File: src/rtl/jtpang_objdma.sv
// jtpang_objdma: sprite-table DMA engine.
// On a rising edge of dma_go it requests the Z80 bus and copies the whole
// 2**AW-byte VRAM window, in ascending order, into the object attribute
// buffer. The copy is paced by pxl_cen. When it is done, the bus is released
// and done pulses.
//
// Optional feature (macro JTPANG_OBJDMA_TIMEOUT_EN): abort the request when
// the bus grant has not arrived after TOUT pxl_cen ticks. The abort sets the
// sticky timeout flag. Without the macro, REQ waits forever and timeout is 0.
//
// Ports:
//   clk, rst_n     48 MHz video clock, async active-low reset
//   pxl_cen        8 MHz enable; the FSM and datapath advance only on it
//   dma_go         transfer trigger level (rising edge, sampled every clk)
//   busak_n        Z80 bus acknowledge, active low
//   busrq          Z80 bus request
//   dma_addr       VRAM read address; dma_din returns data one clk later
//   buf_addr/din   object buffer write address / data
//   buf_we         object buffer write strobe, one clk wide
//   busy           trigger accepted until bus released
//   done           one-clk pulse after a completed transfer
//   timeout        sticky grant-timeout flag
module jtpang_objdma #(
  parameter int unsigned AW   = 9,
  parameter int unsigned TOUT = 4096
) (
  input  logic          clk,
  input  logic          rst_n,
  input  logic          pxl_cen,
  input  logic          dma_go,
  input  logic          busak_n,
  output logic          busrq,
  output logic [AW-1:0] dma_addr,
  input  logic [7:0]    dma_din,
  output logic [AW-1:0] buf_addr,
  output logic [7:0]    buf_din,
  output logic          buf_we,
  output logic          busy,
  output logic          done,
  output logic          timeout
);

  localparam int unsigned DW = 8;
  localparam logic [AW-1:0] LAST_ADDR = '1;

  typedef enum logic [1:0] {
    ST_IDLE,
    ST_REQ,
    ST_XFER,
    ST_REL
  } state_e;

  state_e        state_q, state_d;
  logic          go_q;
  logic          pend_q, pend_d;
  logic          busrq_q, busrq_d;
  logic          busy_q, busy_d;
  logic          done_q, done_d;
  logic          we_q, we_d;
  logic [AW-1:0] dma_addr_q, dma_addr_d;
  logic [AW-1:0] buf_addr_q, buf_addr_d;
  logic [DW-1:0] buf_din_q, buf_din_d;
  logic          go_rise;

`ifdef JTPANG_OBJDMA_TIMEOUT_EN
  localparam int unsigned CW = $clog2(TOUT + 1);
  localparam logic [CW-1:0] CNT_LAST = CW'(TOUT - 1);
  logic [CW-1:0] cnt_q, cnt_d;
  logic          tout_q, tout_d;
`endif

  // Edge detect runs every clk so short CPU pulses between enables are caught.
  assign go_rise = dma_go & ~go_q;

  // Next-state and datapath update.
  always_comb begin
    state_d    = state_q;
    pend_d     = pend_q | go_rise;
    busrq_d    = busrq_q;
    busy_d     = busy_q;
    done_d     = 1'b0;
    we_d       = 1'b0;
    dma_addr_d = dma_addr_q;
    buf_addr_d = buf_addr_q;
    buf_din_d  = buf_din_q;
`ifdef JTPANG_OBJDMA_TIMEOUT_EN
    cnt_d      = cnt_q;
    tout_d     = tout_q;
`endif
    if (pxl_cen) begin
      case (state_q)
        ST_IDLE: begin
          if (pend_q) begin
            // An edge arriving on this very clk stays pending for the next run.
            pend_d  = go_rise;
            busrq_d = 1'b1;
            busy_d  = 1'b1;
            state_d = ST_REQ;
`ifdef JTPANG_OBJDMA_TIMEOUT_EN
            cnt_d   = '0;
`endif
          end
        end
        ST_REQ: begin
          if (!busak_n) begin
            dma_addr_d = '0;
            state_d    = ST_XFER;
          end
`ifdef JTPANG_OBJDMA_TIMEOUT_EN
          else if (cnt_q == CNT_LAST) begin
            busrq_d = 1'b0;
            busy_d  = 1'b0;
            tout_d  = 1'b1;
            state_d = ST_IDLE;
          end else begin
            cnt_d = cnt_q + CW'(1);
          end
`endif
        end
        ST_XFER: begin
          // A withdrawn grant freezes the walk in place.
          if (!busak_n) begin
            buf_addr_d = dma_addr_q;
            buf_din_d  = dma_din;
            we_d       = 1'b1;
            dma_addr_d = dma_addr_q + AW'(1);
            if (dma_addr_q == LAST_ADDR) state_d = ST_REL;
          end
        end
        ST_REL: begin
          busrq_d = 1'b0;
          busy_d  = 1'b0;
          done_d  = 1'b1;
          state_d = ST_IDLE;
        end
        default: state_d = ST_IDLE;
      endcase
    end
  end

  // State and output registers.
  always_ff @(posedge clk or negedge rst_n) begin
    if (!rst_n) begin
      state_q    <= ST_IDLE;
      go_q       <= 1'b0;
      pend_q     <= 1'b0;
      busrq_q    <= 1'b0;
      busy_q     <= 1'b0;
      done_q     <= 1'b0;
      we_q       <= 1'b0;
      dma_addr_q <= '0;
      buf_addr_q <= '0;
      buf_din_q  <= '0;
`ifdef JTPANG_OBJDMA_TIMEOUT_EN
      cnt_q      <= '0;
      tout_q     <= 1'b0;
`endif
    end else begin
      state_q    <= state_d;
      go_q       <= dma_go;
      pend_q     <= pend_d;
      busrq_q    <= busrq_d;
      busy_q     <= busy_d;
      done_q     <= done_d;
      we_q       <= we_d;
      dma_addr_q <= dma_addr_d;
      buf_addr_q <= buf_addr_d;
      buf_din_q  <= buf_din_d;
`ifdef JTPANG_OBJDMA_TIMEOUT_EN
      cnt_q      <= cnt_d;
      tout_q     <= tout_d;
`endif
    end
  end

  assign busrq    = busrq_q;
  assign busy     = busy_q;
  assign done     = done_q;
  assign buf_we   = we_q;
  assign dma_addr = dma_addr_q;
  assign buf_addr = buf_addr_q;
  assign buf_din  = buf_din_q;

`ifdef JTPANG_OBJDMA_TIMEOUT_EN
  assign timeout = tout_q;
`else
  // TOUT only matters with the grant timeout built in.
  localparam logic TOUT_NONZERO = (TOUT != 0);
  assign timeout = 1'b0 & TOUT_NONZERO;
`endif

endmodule

File: config.mk
export PLATFORM = sky130hd
export DESIGN_NAME = jtpang_objdma
export DESIGN_NICKNAME = d
export VERILOG_FILES = /design/src/rtl/jtpang_objdma.sv
export SDC_FILE = /design/constraint.sdc
export NUM_CORES = 1
export LEC_CHECK = 0
export ABC_AREA = 1
export ABC_CLOCK_PERIOD_IN_PS = 1520
export CORE_MARGIN = 2
export CORE_UTILIZATION = 44
export CTS_BUF_LIST = sky130_fd_sc_hd__clkbuf_2
export DETAILED_ROUTE_END_ITERATION = 7
export GPL_TIMING_DRIVEN = 0
export PLACE_DENSITY = 0.79
export SETUP_SLACK_MARGIN = 0.4
export SLEW_MARGIN = 10
export SYNTH_ARGS = -nofsm -noshare
export SYNTH_HDL_FRONTEND = slang
export SYNTH_SLANG_ARGS = --single-unit
File: constraint.sdc
create_clock -name clk -period 1.52 [get_ports clk]
set_input_delay 0.152 -clock clk [delete_from_list [all_inputs] [get_ports clk]]
set_output_delay 0.152 -clock clk [all_outputs]
set_load 0.03 [all_outputs]
==> reports/results.ini, run 1 <==
[power_and_ir_drop]
vdd_drop_max_mv=1.19
p_total_w=0.00551
powerDensity_nw_per_um2=1920
p_leak_nw=1.43

[timing]
drv_slew=0
fin_crit_ns=1.52
hold_viol=0
max_slew_margin_pct=49.7
max_freq_ghz=0.657
setup_viol=1
min_period_over_period_pct=100
clock-skew-final_ns=0.0291
worst_slew_pin_slew_ns=0.755
fin_ws_ns=-0.00172
rsz0062_at_grt=yes

[worst_setup_path]
crit_path_start_kind=flip-flop
crit_slowest_cell=dfrtp_2
crit_required_ns=1.85
crit_chain=inv_4 -> ha_4 -> nand3_4 -> clkbuf_16 -> nand2_1 -> nand2_1
path_class=flip-flop to flip-flop
rr_startpoint=state_q[0]
crit_arrival_ns=1.85
critical-path-top-delay-family=flip-flops
ff2ff_setup_slack_ns=-0.002
worstSetupStartpoint=state_q[0]
crit_top_cell=nand2_1
cp-end-kind=flip-flop
worstPathMaxFanout=7
slowest_delay_ns=0.49
crit_buf_inv=2

[die]
dieArea_um2=3900
core_area_um2=3310
rows=21
dieWidth_um=62.4
start_util_pct=45.4
die_h_um=62.4
ios=44

[cells_and_area]
fin_area_um2=2860
area_delta_synth_final_pct=90.6
final_nets=295
insertedDiodeCount=0
drive_gt1_share_pct=58.0

[cts]
clock_latency_ns=0.41
cts_sinks=33
cts_made_buffers=5
ctsHtreeMaxLevel=2
cts_root_buf=clkbuf_2
cts_buffer_depth=2
cts_tree=built
clk_pin_slew_ns=0.20

[routing]
antenna_left=0
drtIter0Drc=116
num_vias=1719
drc=0
wl_met2_um=3220
routed_wl_um=6300
via_per_inst=5.34
dr.pass1.iters=4
wl_met3_um=490
met1_length_um=2330
top_layer=met4
wl_per_cell_um=19.6

[global_route]
grt_max_degree=34
grtUsageTotal_pct=23.0
gr-total-overflow=0
grt_pass1_vias=1443
grt_pass1_wl_um=6900
antenna_found_initial=0

[logic_synthesis]
yosys.area.top_type=dfrtp_1
synth_nets=193
yosysUniqueCellTypes=22
synthArstFlopShare_pct=100
ys_seq_area_share_pct=55.0
synth_warnings=0
synthTopCellsByArea=dfrtp_1, nand2_1, ha_1, inv_1, nor2_1
yosys-top-cells-count=nand2_1, dfrtp_1, inv_1
synthCells=173
avgSynthCellArea_um2=8.69
synthDominantCellAreaShare_pct=55.0
synth_ff_type=dfrtp_1
synth_edf_count=0
synth.most_common_cell=nand2_1
syn-cell-area_um2=1500
ys_ff_latch=33

[place]
post_dp_cell_area_um2=2020
io_buffers=42
hpwl_um=2210
gp_congestion=0.758

[status]
status=finished, violations left
violations=setup timing

[min_path]
holdCritPathClass=primary input to flip-flop
min_from=dma_go

[run]
maxCapViolCount=0

[final timing paths]
path / endpoint / cells past startpoint
worst max-delay path: buf_din[7] / 6
worst min-delay path: go_q / 1
worst max register to register: buf_din[7] / 6
worst min register to register: pend_q / 1
max in group asynchronous: dma_addr[0] / 2
min in group asynchronous: buf_addr[6] / 2
[sequential cells by signal, indices dropped and copies added, names as in the netlist]
| name | flops |
|---|---|
| pend_q | 1 |
| done | 1 |
| buf_addr | 9 |
| state_q | 2 |
| busy | 1 |
| go_q | 1 |
| buf_din | 8 |
| dma_addr | 9 |
| buf_we | 1 |
[metrics by stage]
stage	TNS (ns)	hold WS, ns	setup WS [ns]	instances	utilization, %
3_3_place_gp	-12.81	0.418	-0.482	261	61.3
3_5_place_dp	-0.0538	0.252	-0.0400	261	61.1
5_1_grt	-0.429	0.162	-0.0707	322	86.5
4_1_cts	0	0.203	0.0616	300	71.0
2_1_floorplan	0	-0.144	0.0113	173	-
6_report	-0.00172	0.193	-0.00172	322	86.5
[logic make-up after synthesis]
kind of cell | after synthesis | synth area share (%)
flops | 33 | 55.0
compound gates | 21 | 7.49
buf+inv | 25 | 7.49
fa+ha+maj | 7 | 5.83
simple gates | 86 | 24.0
other cells | 1 | 0.250
[cell usage in the layout, fill, tap and decap left out, types with 2 or more instances in the layout]
master	n
nand2_2	16
dfrtp_2	9
buf_6	41
nand3_4	2
ha_1	2
nor2_4	6
nor2_2	2
dfrtp_1	24
nor2_1	9
buf_4	39
ha_4	4
o21ai_2	5
inv_2	2
nand3_2	4
nand2_1	37
inv_1	13
o21ai_1	10
buf_8	3
nand2_4	9
clkbuf_2	6
clkdlybuf4s50_1	11
inv_4	4
[where the power goes]
part | leakage, nW | internal, W | switching [W]
registers | 0.415 | 0.00121 | 0.000324
logic | 0.971 | 0.00157 | 0.00179
clock network | 0.0406 | 0.000281 | 0.000330
[repair_timing]
item,in CTS,in global routing
hold buffers,1,0
resized for setup,200,122
endpoints found under the hold margin,33,0
setup buffers,26,21
pin swaps,7,16
setup endpoints to repair,60,61
cloned,4,1
[metal layers]
layer  GRT usage, %  vias to the layer above
li1               -                      737
met1           28.5                      835
met2           37.5                      119
met3           6.49                       28
met4           10.6                        0
met5              0                        -
[final cells by class]
cell class | count | area, um^2
clock inverter | 2 | 33.8
clock buffer | 6 | 30.0
buffer | 5 | 63.8
fill | 143 | 447
sequential | 33 | 837
tap | 46 | 57.6
timing repair inverter | 1 | 8.76
multi-input combinational | 116 | 827
inverter | 20 | 92.6
timing repair buffer | 93 | 913
Power figures use the tool's default switching activity.
==> inputs of run 2 (changes only) <==
--- a/config.mk
+++ b/config.mk
@@ -7,11 +7,9 @@
 export LEC_CHECK = 0
 export ABC_AREA = 1
 export ABC_CLOCK_PERIOD_IN_PS = 1520
-export CORE_MARGIN = 2
 export CORE_UTILIZATION = 44
 export CTS_BUF_LIST = sky130_fd_sc_hd__clkbuf_2
 export DETAILED_ROUTE_END_ITERATION = 7
-export GPL_TIMING_DRIVEN = 0
 export PLACE_DENSITY = 0.79
 export SETUP_SLACK_MARGIN = 0.4
 export SLEW_MARGIN = 10
==> reports/results.ini, run 2 (synthesized netlist as in run 1, its figures left out) <==
[status]
status=finished, violations left  ; unchanged
violations=setup timing  ; unchanged

[worst_setup_path]
crit_path_start_kind=flip-flop  ; unchanged
critical-path-top-delay-family=simple AND/OR/NAND/NOR gates  ; was flip-flops
crit_buf_inv=1  ; was 2
crit_chain=ha_4 -> nand2_4 -> inv_2 -> nand2_2 -> nor2_4 -> ha_4 -> nor2_2 -> nor2_2 -> nand2_2 -> nand2_1 -> o21ai_1  ; was inv_4 -> ha_4 -> nand3_4 -> clkbuf_16 -> nand2_1 -> nand2_1
slowest_delay_ns=0.44  ; was 0.49 ns
cp-end-kind=flip-flop  ; unchanged
path_class=flip-flop to flip-flop  ; unchanged
crit_arrival_ns=1.91  ; was 1.85 ns
crit_required_ns=1.83  ; was 1.85 ns
rr_startpoint=dma_addr[0]  ; was state_q[0]
crit_slowest_cell=dfrtp_2  ; unchanged
worstSetupStartpoint=dma_addr[0]  ; was state_q[0]
worstPathMaxFanout=3  ; was 7
path_depth=11  ; was 6
worstRegToRegCells=11  ; was 6

[die]
core_area_um2=3150  ; was 3310 um^2
dieWidth_um=60.4  ; was 62.4 um
ios=44  ; unchanged
dieArea_um2=3650  ; was 3900 um^2
start_util_pct=47.7  ; was 45.4%
die_h_um=60.4  ; was 62.4 um
rows=20  ; was 21

[cts]
clock_latency_ns=0.40  ; was 0.41 ns
ctsHtreeMaxLevel=2  ; unchanged
cts_root_buf=clkbuf_2  ; unchanged
clk_pin_slew_ns=0.18  ; was 0.20 ns
cts_sinks=33  ; unchanged
cts_buffer_depth=2  ; unchanged
cts_made_buffers=5  ; unchanged
cts_tree=built  ; unchanged
hold_buffers=0  ; was 1

[timing]
fin_crit_ns=1.60  ; was 1.52 ns
fin_ws_ns=-0.0806  ; was -0.00172 ns
clock-skew-final_ns=0.0133  ; was 0.0291 ns
min_period_over_period_pct=105  ; was 100%
setup_viol=2  ; was 1
hold_viol=0  ; unchanged
timing.hold.ws_ns=0.129  ; was 0.193 ns
tns_ns=-0.130  ; was -0.00172 ns
rsz0062_at_grt=yes  ; unchanged
max_freq_ghz=0.625  ; was 0.657 GHz
drv_slew=0  ; unchanged

[cells_and_area]
area_delta_synth_final_pct=84.6  ; was 90.6%
final_nets=289  ; was 295
insertedDiodeCount=0  ; unchanged
instances_no_fill=314  ; was 322
layout_commonest_cell=buf_6  ; unchanged
layout.cells.most_common_list=buf_6, buf_4, nand2_2  ; was buf_6, buf_4, nand2_1
utilization_pct=88.0  ; was 86.5%
drive_gt1_share_pct=59.3  ; was 58.0%

[routing]
drc=0  ; unchanged
routed_wl_um=5850  ; was 6300 um
wl_per_cell_um=18.6  ; was 19.6 um
dr.pass1.iters=4  ; unchanged
via_per_inst=5.38  ; was 5.34
drtIter0Drc=110  ; was 116
num_vias=1690  ; was 1719
antenna_left=0  ; unchanged

[place]
io_buffers=42  ; unchanged
place_inst=259  ; was 261
pre_cts_slack_ns=0.0305  ; was -0.0400 ns
gp_congestion=0.858  ; was 0.758
hpwl_um=2230  ; was 2210 um

[global_route]
grt_util_met3_pct=7.46  ; was 6.49%
grt_pass1_vias=1483  ; was 1443
gr-max-usage-layer=met2  ; unchanged
grt_pass1_wl_um=6810  ; was 6900 um
grt_max_degree=34  ; unchanged
grtUsageTotal_pct=26.3  ; was 23.0%
gr-total-overflow=0  ; unchanged
met1_usage_pct=28.4  ; was 28.5%
antenna_found_initial=0  ; unchanged
met2_usage_pct=45.4  ; was 37.5%

[power_and_ir_drop]
vdd_drop_max_mv=1.33  ; was 1.19 mV
powerDensity_nw_per_um2=1920  ; about the same
p_leak_nw=1.37  ; was 1.43 nW

[min_path]
holdCritPathClass=primary input to asynchronous set/reset pin  ; was primary input to flip-flop

[run]
maxCapViolCount=0  ; unchanged

run 2: path summary, 6_finish.rpt:
path / end / slack, ns
hold reg to reg: pend_q / 0.44
setup reg to reg: state_q[0] / -0.08
setup / recovery: state_q[0] / -0.08
min in group clk: go_q / 0.20
max in group asynchronous: dma_addr[4] / 1.06
hold / removal: state_q[1] / 0.13
run 2: area by class of cell:
type	instances	area, um^2
Timing Repair Buffer	92	918
Clock inverter	2	10.0
Clock buffer	6	30.0
Fill cell	122	379
Tap cell	44	55.1
Multi-Input combinational cell	116	827
Inverter	20	90.1
Sequential cell	33	835
Timing Repair inverter	1	8.76
run 2: power breakdown:
part           leakage, nW  switching [W]  internal, W  total, W
Clock               0.0327       0.000321     0.000115  0.000436
Combinational        0.919        0.00177      0.00158   0.00335
Sequential           0.418       0.000334      0.00121   0.00154
run 2: timing repair:
action,in CTS,in global routing
buffers inserted,23,21
resized for setup,200,112
endpoints found under the setup margin,60,61
cloned,3,0
pin swaps,9,22
run 2: through the flow:
stage / cell area [um^2] / total power (W)
floorplan: 1550 / 0.00267
global placement: 2030 / 0.00343
detailed placement: 2030 / 0.00347
CTS: 2340 / 0.00426
global route: 2770 / 0.00556
finish: 2770 / 0.00533
run 2: routing by layer:
metal,routed length (um),vias to the layer above
li1,-,731
met1,2230,824
met2,2970,110
met3,417,25
met4,229,0
met5,0,-
run 2: worst reg2reg max path: stages (launching register included):
cell	delay, ns
dfrtp_2	0.44
ha_4	0.17
nand2_4	0.06
inv_2	0.07
nand2_2	0.08
nor2_4	0.12
ha_4	0.15
nor2_2	0.04
nor2_2	0.16
nand2_2	0.10
nand2_1	0.07
o21ai_1	0.06
==> inputs of run 3 (changes only) <==
--- a/config.mk
+++ b/config.mk
@@ -5,7 +5,7 @@
 export SDC_FILE = /design/constraint.sdc
 export NUM_CORES = 1
 export LEC_CHECK = 0
-export ABC_AREA = 1
+export ABC_AREA = 0
 export ABC_CLOCK_PERIOD_IN_PS = 1520
 export CORE_UTILIZATION = 44
 export CTS_BUF_LIST = sky130_fd_sc_hd__clkbuf_2
==> reports/results.ini, run 3 <==
[status]
status=finished, violations left  ; unchanged
violations=setup timing  ; unchanged

[global_route]
antenna_found_initial=0  ; unchanged
gr-total-overflow=0  ; unchanged
grt_max_degree=34  ; unchanged
grtUsageTotal_pct=29.1  ; was 26.3%
grt_pass1_vias=1638  ; was 1483
grt_pass1_wl_um=7510  ; was 6810 um

[cells_and_area]
final_nets=288  ; was 289
insertedDiodeCount=0  ; unchanged
layout_commonest_cell=buf_6  ; unchanged
area_delta_synth_final_pct=102  ; was 84.6%
seq_area_um2=837  ; was 835 um^2
drive_gt1_share_pct=67.7  ; was 59.3%
instances_no_fill=313  ; was 314
nFillCells=67  ; was 122
multi_input_comb_area_um2=890  ; was 827 um^2
layout.cells.most_common_list=buf_6, buf_4, nand2_2  ; unchanged

[routing]
num_vias=1772  ; was 1690
wl_per_cell_um=22.0  ; was 18.6 um
antenna_left=0  ; unchanged
drc=0  ; unchanged
dr.pass1.iters=4  ; unchanged
drtIter0Drc=125  ; was 110
via_per_inst=5.66  ; was 5.38
routed_wl_um=6880  ; was 5850 um

[cts]
cts_root_buf=clkbuf_2  ; unchanged
cts_sinks=33  ; unchanged
hold_buffers=0  ; unchanged
clk_pin_slew_ns=0.20  ; was 0.18 ns
ctsHtreeMaxLevel=2  ; unchanged
cts_made_buffers=5  ; unchanged
clock_latency_ns=0.40  ; about the same
cts_buffer_depth=2  ; unchanged
cts_tree=built  ; unchanged

[logic_synthesis]
synth_warnings=0  ; unchanged
ys_ff_latch=33  ; unchanged
synthDominantCellAreaShare_pct=55.0  ; unchanged
ys_seq_area_share_pct=55.0  ; unchanged
syn-cell-area_um2=1500  ; unchanged
synthTopCellsByArea=dfrtp_1, nand2_1, ha_1, inv_1, o21ai_0  ; was dfrtp_1, nand2_1, ha_1, inv_1, nor2_1
synth_edf_count=0  ; unchanged
yosys.area.top_type=dfrtp_1  ; unchanged
synth.most_common_cell=nand2_1  ; unchanged
synth_ff_type=dfrtp_1  ; unchanged
yosys-top-cells-count=nand2_1, dfrtp_1, inv_1  ; unchanged
synthCells=155  ; was 173
synth_nets=175  ; was 193
avgSynthCellArea_um2=9.69  ; was 8.69 um^2
synthArstFlopShare_pct=100  ; unchanged
yosysUniqueCellTypes=35  ; was 22

[worst_setup_path]
rr_startpoint=dma_addr[0]  ; unchanged
crit_path_start_kind=flip-flop  ; unchanged
crit_required_ns=1.82  ; was 1.83 ns
crit_slowest_cell=dfrtp_2  ; unchanged
worstSetupStartpoint=dma_addr[0]  ; unchanged
slowest_delay_ns=0.46  ; was 0.44 ns
cp-end-kind=flip-flop  ; unchanged
path_class=flip-flop to flip-flop  ; unchanged
crit_chain=ha_4 -> nand3_4 -> nor3_2 -> ha_2 -> o2111ai_4 -> mux2_4  ; was ha_4 -> nand2_4 -> inv_2 -> nand2_2 -> nor2_4 -> ha_4 -> nor2_2 -> nor2_2 -> nand2_2 -> nand2_1 -> o21ai_1
worstPathMaxFanout=2  ; was 3
crit_arrival_ns=1.92  ; was 1.91 ns

[timing]
fin_ws_ns=-0.0965  ; was -0.0806 ns
min_period_over_period_pct=106  ; was 105%
rsz0062_at_grt=yes  ; unchanged
max_freq_ghz=0.619  ; was 0.625 GHz
hold_viol=0  ; unchanged
fin_crit_ns=1.62  ; was 1.60 ns
clock-skew-final_ns=0.0220  ; was 0.0133 ns
setup_viol=12  ; was 2
drv_slew=0  ; unchanged

[power_and_ir_drop]
vdd_drop_max_mv=1.26  ; was 1.33 mV
power.switching_w=0.00255  ; was 0.00242 W
p_int_w=0.00314  ; was 0.00291 W
sw_frac_of_total_pct=44.8  ; was 45.5%
p_leak_nw=1.49  ; was 1.37 nW
p_total_w=0.00570  ; was 0.00533 W
sequentialPowerShare_pct=26.5  ; was 28.9%
p_clk_share_pct=7.9  ; was 8.2%
pwr-share-comb_pct=65.6  ; was 62.9%
powerDensity_nw_per_um2=1880  ; was 1920 nW/um^2

[die]
rows=20  ; unchanged
dieWidth_um=60.4  ; unchanged
ios=44  ; unchanged
start_util_pct=47.7  ; unchanged
core_area_um2=3150  ; unchanged
die_h_um=60.4  ; unchanged
dieArea_um2=3650  ; unchanged

[min_path]
holdCritPathClass=primary input to asynchronous set/reset pin  ; unchanged

[run]
maxCapViolCount=0  ; unchanged

[place]
gp_congestion=0.802  ; was 0.858
io_buffers=42  ; unchanged
place_inst=247  ; was 259
hpwl_um=2580  ; was 2230 um
pre_cts_slack_ns=-0.0839  ; was 0.0305 ns

==> run 3: cell count changes in the layout (fill, tap and decap cells not counted), sizes merged, moves of 3 or more <==
cell / change
o21ai: -10
nand3: -3
nand2: -11
nor2: -13
inv: -10
buf: +21
==> run 3: final timing paths <==
kind                       depth (start not counted)  slack [ns]           to
setup reg to reg                                   6        -0.1   state_q[1]
min in group clk                                   1        0.23         go_q
max in group asynchronous                          2        1.01  dma_addr[1]
setup / recovery                                   6        -0.1   state_q[1]
hold reg to reg                                    1        0.46       pend_q
hold / removal                                     2        0.15  buf_addr[5]
==> run 3: critical path, delay by kind of cell, from the launching register on <==
family	cells	cell delay, ns
AO/OA/AOI/OAI	1	0.13
adder cells (fa/ha/maj)	2	0.41
flip-flops	1	0.46
multiplexers	1	0.32
AND/OR/NAND/NOR	2	0.22
==> run 3: kinds of logic after synthesis <==
logic type	share of synthesized area, %
other	0.250
AO/OA/AOI/OAI	10.6
AND/OR/NAND/NOR	21.6
buffers and inverters	5.41
flip-flops	55.0
multiplexers	1.42
adder cells (fa/ha/maj)	5.83
==> run 3: power by group through the flow <==
stage	registers [W]	clock network, W	logic, W
after floorplan	0.00195	0	0.000744
after global placement	0.00139	0	0.00207
after detailed placement	0.00142	0	0.00214
after CTS	0.00143	0.000426	0.00291
after global routing	0.00152	0.000494	0.00386
final	0.00151	0.000448	0.00374
==> run 3: final cells by class <==
type | instances | area share (%)
clock inverters | 2 | 0.330
well taps | 44 | 1.82
multi-input cells | 105 | 29.4
repair buffers | 113 | 37.9
flip-flops and latches | 33 | 27.6
inverters | 9 | 1.45
clock buffers | 6 | 0.991
repair inverters | 1 | 0.537
==> run 3: stage by stage <==
step | hold slack, ns | util (%) | area, um^2 | setup TNS (ns)
floorplan | -0.144 | - | 1620 | -0.0812
global placement | 0.428 | 67.5 | 2130 | -0.0130
detailed placement | 0.443 | 67.5 | 2130 | -0.279
CTS | 0.160 | 85.3 | 2690 | -0.00390
global route | 0.173 | 96.1 | 3030 | -1.24
finish | 0.149 | 96.1 | 3030 | -0.332
==> run 3: timing repair <==
item,CTS,global route
endpoints found under the setup margin,61,62
buffers inserted,32,24
gates cloned,2,0
pin swaps,17,30
gates resized for setup,262,44
==> run 3: routing by layer <==
layer / wire length, um / vias up / GRT usage (%)
met3: 471 / 43 / 7.68
met2: 3570 / 126 / 54.9
li1: - / 741 / -
met5: 0 / - / 0
met1: 2400 / 862 / 29.3
met4: 448 / 0 / 14.6
